### config.mk
export PLATFORM = sky130hd
export DESIGN_NAME = serial_cmp_seq
export DESIGN_NICKNAME = d
export VERILOG_FILES = /design/src/rtl/serial_cmp_seq_pkg.sv /design/src/rtl/serial_cmp_seq_cmp.sv /design/src/rtl/serial_cmp_seq.sv
export SDC_FILE = /design/constraint.sdc
export NUM_CORES = 1
export LEC_CHECK = 0
export BUFFER_PORTS_ARGS = -buffer_cell sky130_fd_sc_hd__buf_2
export CELL_PAD_IN_SITES_DETAIL_PLACEMENT = 0
export CELL_PAD_IN_SITES_GLOBAL_PLACEMENT = 1
export CORE_MARGIN = 5
export CORE_UTILIZATION = 36
export DETAILED_ROUTE_END_ITERATION = 16
export GPL_ROUTABILITY_DRIVEN = 1
export GPL_TIMING_DRIVEN = 0
export PLACE_DENSITY_LB_ADDON = 0.1
export SLEW_MARGIN = 10
export SYNTH_ARGS = -nofsm -noshare
export SYNTH_HDL_FRONTEND = slang
export SYNTH_SLANG_ARGS = --single-unit
### constraint.sdc
create_clock -name clk -period 1.3 [get_ports clk]
set_input_delay 0.26 -clock clk [delete_from_list [all_inputs] [get_ports clk]]
set_output_delay 0.26 -clock clk [all_outputs]
set_load 0.05 [all_outputs]
### src/rtl/serial_cmp_seq_pkg.sv
// Shared types and constants for the bit-serial magnitude comparator.
// Z is active-low: Z_GT marks the "A > B" level.
package serial_cmp_seq_pkg;

  typedef enum logic [1:0] {
    IDLE = 2'd0,
    RUN  = 2'd1,
    DONE = 2'd2
  } state_t;

  localparam logic Z_GT = 1'b0;

  // Counter only has to hold WIDTH-1, so clog2(WIDTH) bits are enough.
  function automatic int cnt_w(input int width);
    return (width > 1) ? $clog2(width) : 1;
  endfunction

endpackage

### src/rtl/serial_cmp_seq_cmp.sv
// Iterative comparison cell: carries the "A > B so far" flag up one bit.
// With x=0 on entry it reduces to the first-bit function a & ~b.
module cmp_bit_cell (
  input  logic x,
  input  logic a,
  input  logic b,
  output logic x_next
);

  assign x_next = (a & ~b) | (x & ~b) | (x & a);

endmodule

### src/rtl/serial_cmp_seq.sv
// Bit-serial A > B comparator: captures both operands on start, walks them
// LSB-first through cmp_bit_cell, and reports on active-low Z after WIDTH cycles.
module serial_cmp_seq
  import serial_cmp_seq_pkg::*;
#(
  parameter int WIDTH = 8
) (
  input  logic             clk,
  input  logic             rst_n,
  input  logic             start,
  input  logic [WIDTH-1:0] A,
  input  logic [WIDTH-1:0] B,
  output logic             busy,
  output logic             done,
  output logic             Z
);

  localparam int CNT_W = cnt_w(WIDTH);
  localparam logic [CNT_W-1:0] LAST = CNT_W'(WIDTH - 1);

  state_t           state;
  logic [WIDTH-1:0] sa, sb;
  logic [CNT_W-1:0] cnt;
  logic             x;
  logic             x_next;

  cmp_bit_cell u_cell (
    .x      (x),
    .a      (sa[0]),
    .b      (sb[0]),
    .x_next (x_next)
  );

  always_ff @(posedge clk or negedge rst_n) begin
    if (!rst_n) begin
      state <= IDLE;
      busy  <= 1'b0;
      done  <= 1'b0;
      Z     <= 1'b1;
      sa    <= '0;
      sb    <= '0;
      x     <= 1'b0;
      cnt   <= '0;
    end else begin
      done <= 1'b0;
      unique case (state)
        // DONE accepts a new start just like IDLE, so back-to-back runs have no bubble.
        IDLE, DONE: begin
          if (start) begin
            sa    <= A;
            sb    <= B;
            x     <= 1'b0;
            cnt   <= '0;
            busy  <= 1'b1;
            state <= RUN;
          end else begin
            busy  <= 1'b0;
            state <= IDLE;
          end
        end
        RUN: begin
          x  <= x_next;
          sa <= sa >> 1;
          sb <= sb >> 1;
          if (cnt == LAST) begin
            Z     <= ~x_next;
            done  <= 1'b1;
            busy  <= 1'b0;
            state <= DONE;
          end else begin
            cnt <= cnt + 1'b1;
          end
        end
        default: begin
          busy  <= 1'b0;
          state <= IDLE;
        end
      endcase
    end
  end

endmodule

==> results.py, run 1 <==
metrics = {
    "logic_synthesis": {
        "yosys_warnings": 0,
        "synth_nets": 140,
        "ys.flop_type": "dfrtp_1",
        "synth_cells": 118,
        "synth_commonest_cells": "nand2_1, dfrtp_1, nor2_1, a31oi_1, inv_1",
        "syn-cell-area_um2": 1120,
        "netlist.area_leader.share_pct": 53.4,
        "synth.most_common_cell": "nand2_1",
        "synth_area_per_cell_um2": 9.53,
        "ys_types": 23,
        "synth_edf_count": 0,
        "synth_top_cell_by_area": "dfrtp_1",
        "async_reset_ff_share_pct": 100,
        "seq_area_frac_synth_pct": 55.7,
        "netlist_top_cells_area": "dfrtp_1, nand2_1, a31oi_1",
        "synth-seq-cells": 25,
    },
    "global_route": {
        "grt_usage_pct": 12.8,
        "grt_max_degree": 26,
        "grt_pass1_vias": 974,
        "grt_pass1_wl_um": 4330,
        "grt_antenna_before_repair": 0,
        "grt-ovfl-total": 0,
    },
    "clocking": {
        "cts.path.max_buffers": 2,
        "cts-root-buf": "clkbuf_4",
        "cts.reportedPaths.clkPinSlew_ns": 0.14,
        "clkLatencyLatePin_ns": 0.31,
        "cts_tree": "done",
        "numCtsBuffers": 3,
        "h-tree-depth": 1,
        "cts_sinks": 25,
    },
    "flow_run": {
        "max_cap_viol_count": 0,
    },
    "worst_setup_path": {
        "worstSetupStartpointType": "flip-flop",
        "crit_required_ns": 1.51,
        "path_cells": "ha_4, ha_4, or3b_4, nand3_2, o21ai_1",
        "worstSetupPathType": "flip-flop to flip-flop",
        "max_stage_delay_ns": 0.44,
        "cp.arrival_ns": 1.64,
        "crit_path_end_kind": "flip-flop",
        "cp_max_fo": 6,
        "slowest_stage": "dfrtp_1",
        "cp_common_cell": "ha_4",
        "r2r_setup_slack_ns": -0.13,
    },
    "floorplanning": {
        "dieWidth_um": 65.9,
        "dieHeight_um": 65.9,
        "coreArea_um2": 3030,
        "num_rows": 20,
        "pin_count": 22,
        "start_util_pct": 37.1,
        "die-area_um2": 4340,
    },
    "sta": {
        "setup_ws_ns": -0.129,
        "final-setup-viol-count": 3,
        "slew_headroom_pct": 61.8,
        "skew_ns": 0.00594,
        "post-route-min-period_ns": 1.43,
        "worst_slew_pin_slew_ns": 0.574,
        "max_freq_mhz": 700,
        "fin_crit_sh_pct": 110,
        "slew_violations": 0,
        "rsz0062_at_grt": "true",
        "hold_viol": 0,
    },
    "detailed_routing": {
        "drcViolationCount": 0,
        "wl_per_cell_um": 13.4,
        "ant_nets": 0,
        "dr.pass1.iters": 4,
        "viasPerCell": 4.83,
        "wirelength_um": 2550,
        "num_vias": 917,
        "initialDrtViolationCount": 46,
    },
    "outcome": {
        "violations": "setup timing",
        "status": "complete, but fails checks",
    },
    "pwr": {
        "leakagePower_uw": 0.000658,
        "ir_worst_vdd_mv": 0.931,
        "powerDensity_nw_per_um2": 2320,
        "total_power_uw": 3230,
    },
    "layout": {
        "diodes": 0,
        "syn2layout_area_growth_pct": 23.7,
        "num-nets-final": 169,
        "drive_gt1_share_pct": 28.8,
        "final_cell_area_um2": 1390,
        "final_util_pct": 46.0,
    },
    "placed_design": {
        "place_hpwl_um": 1730,
        "place_area_um2": 1290,
        "io_buffers": 21,
        "gp_congestion": 0.729,
    },
    "worst_hold_path": {
        "hp-class": "input pin to flip-flop",
    },
}
## through the flow
step                setup TNS [ns]  hold slack, ns  worst slack (ns)  cells
finish                      -0.370           0.155            -0.129    190
global route                -0.553           0.141            -0.170    190
CTS                         -0.331           0.137            -0.119    190
detailed placement          -0.404           0.292            -0.124    183
global placement            -0.330           0.287            -0.116    183
floorplan                   -0.207         -0.0356           -0.0741    118
## worst max-delay path: cells and delay by family (launching register included)
| kind | cells | cell delay [ns] |
|---|---|---|
| AO/OA/AOI/OAI | 1 | 0.06 |
| adder cells (fa/ha/maj) | 2 | 0.32 |
| flip-flops | 1 | 0.44 |
| AND/OR/NAND/NOR | 2 | 0.51 |
## power by group
part,total (uW),switching (uW),internal [uW]
sequential,1380,236,1140
clock,351,231,120
combinational,1500,858,647
## worst paths after layout
path                              from  endpoint  cells after the start
worst max-delay path            cnt[1]    cnt[1]                      5
worst min-delay path              A[7]     sa[7]                      2
worst max register to register  cnt[1]    cnt[1]                      5
worst min register to register       Z         Z                      2
max in group asynchronous        rst_n    cnt[1]                      2
min in group asynchronous        rst_n     sb[4]                      2
## cells by family after synthesis
family / after synthesis / share of synthesized area (%)
multiplexers: 1 / 0.890
AND/OR/NAND/NOR: 53 / 19.4
buffers and inverters: 12 / 6.79
AO/OA/AOI/OAI: 24 / 13.9
adder cells (fa/ha/maj): 3 / 3.34
flip-flops: 25 / 55.7
## registers in the layout, indices dropped and copies added, names as in the netlist
| signal | flops |
|---|---|
| sa | 8 |
| state | 2 |
| x | 1 |
| cnt | 3 |
| sb | 8 |
| done | 1 |
| busy | 1 |
| Z | 1 |
## area by class of cell
cell class | instances | area [um^2]
Buffer | 7 | 60.1
Multi-Input combinational cell | 81 | 464
Tap cell | 44 | 55.1
Clock buffer | 4 | 26.3
Inverter | 5 | 18.8
Fill cell | 322 | 1640
Sequential cell | 25 | 627
Timing Repair Buffer | 24 | 140
## what timing repair did
action | in CTS | in global routing
hold endpoints to repair | 24 | 0
pin swaps | 0 | 1
resized for setup | 8 | 3
endpoints found under the setup margin | 17 | 8
buffers inserted | 2 | 0
hold buffers | 1 | 0
## placed cells by master (no fill, tap or decap)
master         instances
a41o_2                 1
a32o_1                 1
nand2b_1               2
clkbuf_2               1
clkbuf_1               1
mux2i_1                1
nand3_2                3
inv_1                  5
clkbuf_4               3
buf_8                  2
o21ai_1                3
a21oi_1                1
buf_2                 22
dfstp_2                1
buf_6                  2
nor2_1                16
dlygate4sd3_1          1
ha_1                   1
nor2_2                 1
ha_4                   2
or3b_4                 1
a22o_1                 2
o21ai_0                2
buf_4                  3
nor2b_1                1
dfrtp_1               24
nand2_1               29
a31oi_1               14
## metal layers
layer  track usage [%]  share of wire (%)
met1              16.1                 47
met2              22.0                 49
met3              2.04                3.7
met4              4.66               0.55
met5                 0                  0
Power figures use the tool's default switching activity.
==> run 2: changes to the inputs <==
- clock period: 1.3 -> 1.28 ns (I/O delays scaled with it)
==> run 2 against run 1 <==
The flow still finishes with violations (setup timing). Sequential share of layout area fell by 0.16 points. Die area stayed put. Via count decreased by 0.55%. Critical endpoint unchanged.
==> results.py, run 2 (synthesized netlist as in run 1, its figures left out) <==
metrics = {
    "floorplanning": {
        "start_util_pct": 37.1,
        "num_rows": 20,
        "dieHeight_um": 65.9,
        "dieWidth_um": 65.9,
        "coreArea_um2": 3030,
        "die-area_um2": 4340,
        "pin_count": 22,
    },
    "detailed_routing": {
        "ant_nets": 0,
        "viasPerCell": 4.80,
        "wl_per_cell_um": 13.4,
        "num_vias": 912,
        "initialDrtViolationCount": 49,
        "drcViolationCount": 0,
        "wirelength_um": 2550,
        "dr.pass1.iters": 4,
    },
    "worst_setup_path": {
        "worstSetupStartpointType": "flip-flop",
        "cp_max_fo": 6,
        "crit_path_end_kind": "flip-flop",
        "crit_required_ns": 1.50,
        "worstRegToRegCells": 5,
        "cp.arrival_ns": 1.64,
        "worstSetupPathType": "flip-flop to flip-flop",
    },
    "sta": {
        "worst_slew_pin_slew_ns": 0.578,
        "final-setup-viol-count": 4,
        "hold_viol": 0,
        "rsz0062_at_grt": "true",
        "skew_ns": 0.00216,
        "max_freq_mhz": 701,
        "setup_ws_ns": -0.147,
        "slew_headroom_pct": 61.5,
        "post-route-min-period_ns": 1.43,
        "slew_violations": 0,
        "final.setup.tns_ns": -0.424,
        "fin_crit_sh_pct": 111,
    },
    "worst_hold_path": {
        "hp-class": "input pin to flip-flop",
        "worstHoldPathCells": 2,
    },
    "layout": {
        "final_cell_area_um2": 1400,
        "final_common_cell": "nand2_1",
        "reg.largest.list": "sa (8), sb (8), cnt (3)",
        "num-nets-final": 169,
        "final_util_pct": 46.1,
        "final_cell_mix": "nand2_1, dfrtp_1, buf_2",
        "drive_gt1_share_pct": 29.5,
        "syn2layout_area_growth_pct": 24.1,
        "diodes": 0,
    },
    "clocking": {
        "clkLatencyLatePin_ns": 0.31,
        "numCtsBuffers": 3,
        "cts.reportedPaths.clkPinSlew_ns": 0.14,
        "cts_sinks": 25,
        "cts_tree": "done",
        "cts-root-buf": "clkbuf_4",
        "cts.path.max_buffers": 2,
        "h-tree-depth": 1,
    },
    "placed_design": {
        "place_hpwl_um": 1730,
        "gp_congestion": 0.729,
        "io_buffers": 21,
        "place_area_um2": 1290,
    },
    "global_route": {
        "grt-ovfl-total": 0,
        "grt_pass1_wl_um": 4330,
        "grt_max_degree": 26,
        "grt_antenna_before_repair": 0,
        "grt_pass1_vias": 974,
        "grt_usage_pct": 12.8,
    },
    "outcome": {
        "status": "complete, but fails checks",
        "violations": "setup timing",
    },
    "flow_run": {
        "max_cap_viol_count": 0,
    },
    "pwr": {
        "ir_worst_vdd_mv": 0.949,
        "leakagePower_uw": 0.000659,
        "powerDensity_nw_per_um2": 2370,
    },
}
run 2: routing by layer:
metal / part of all wire, % / routed length, um / global-route usage, %
met1: 45 / 1150 / 16.1
met4: 0.55 / 14 / 4.66
met2: 49 / 1240 / 22.0
met3: 5.4 / 138 / 2.04
met5: 0 / 0 / 0
run 2: what timing repair did:
action,CTS,global route
cloned,0,0
endpoints found under the hold margin,24,0
setup endpoints to repair,19,14
hold buffers,1,0
pin swaps,0,1
resized for setup,8,6
setup buffers,2,0
run 2: critical path, cell delays in order, from the launching register on:
cell,delay [ns]
dfrtp_1,0.43
ha_4,0.18
ha_4,0.14
or3b_4,0.42
nand3_2,0.09
o21ai_1,0.06
run 2: power breakdown:
part           total, uW  internal, uW  switching, uW  leakage (uW)
Clock                359           122            237     0.0000150
Sequential          1400          1160            238      0.000297
Combinational       1550           674            873      0.000346
Total               3300          1950           1350      0.000659
run 2: final timing paths:
path / from / endpoint / slack (ns)
min in group asynchronous: rst_n / done / 0.46
hold / removal: B[7] / sb[7] / 0.15
max in group asynchronous: rst_n / cnt[2] / 0.44
setup reg to reg: cnt[0] / cnt[1] / -0.15
hold reg to reg: Z / Z / 0.49
setup / recovery: cnt[0] / cnt[1] / -0.15
run 2: cell type report:
type	count	area, um^2
plain buffers	7	65.1
clock buffers	4	26.3
fillers	320	1630
inverters	5	18.8
multi-input cells	81	464
flip-flops and latches	25	627
well taps	44	55.1
repair buffers	24	140
run 2: per-stage QoR:
stage	setup slack [ns]	total power [uW]	cells	hold slack, ns
detailed placement	-0.144	2780	183	0.288
finish	-0.147	3300	190	0.153
CTS	-0.139	3290	190	0.133
global route	-0.190	3590	190	0.137
floorplan	-0.0941	2420	118	-0.0396
global placement	-0.136	2740	183	0.283
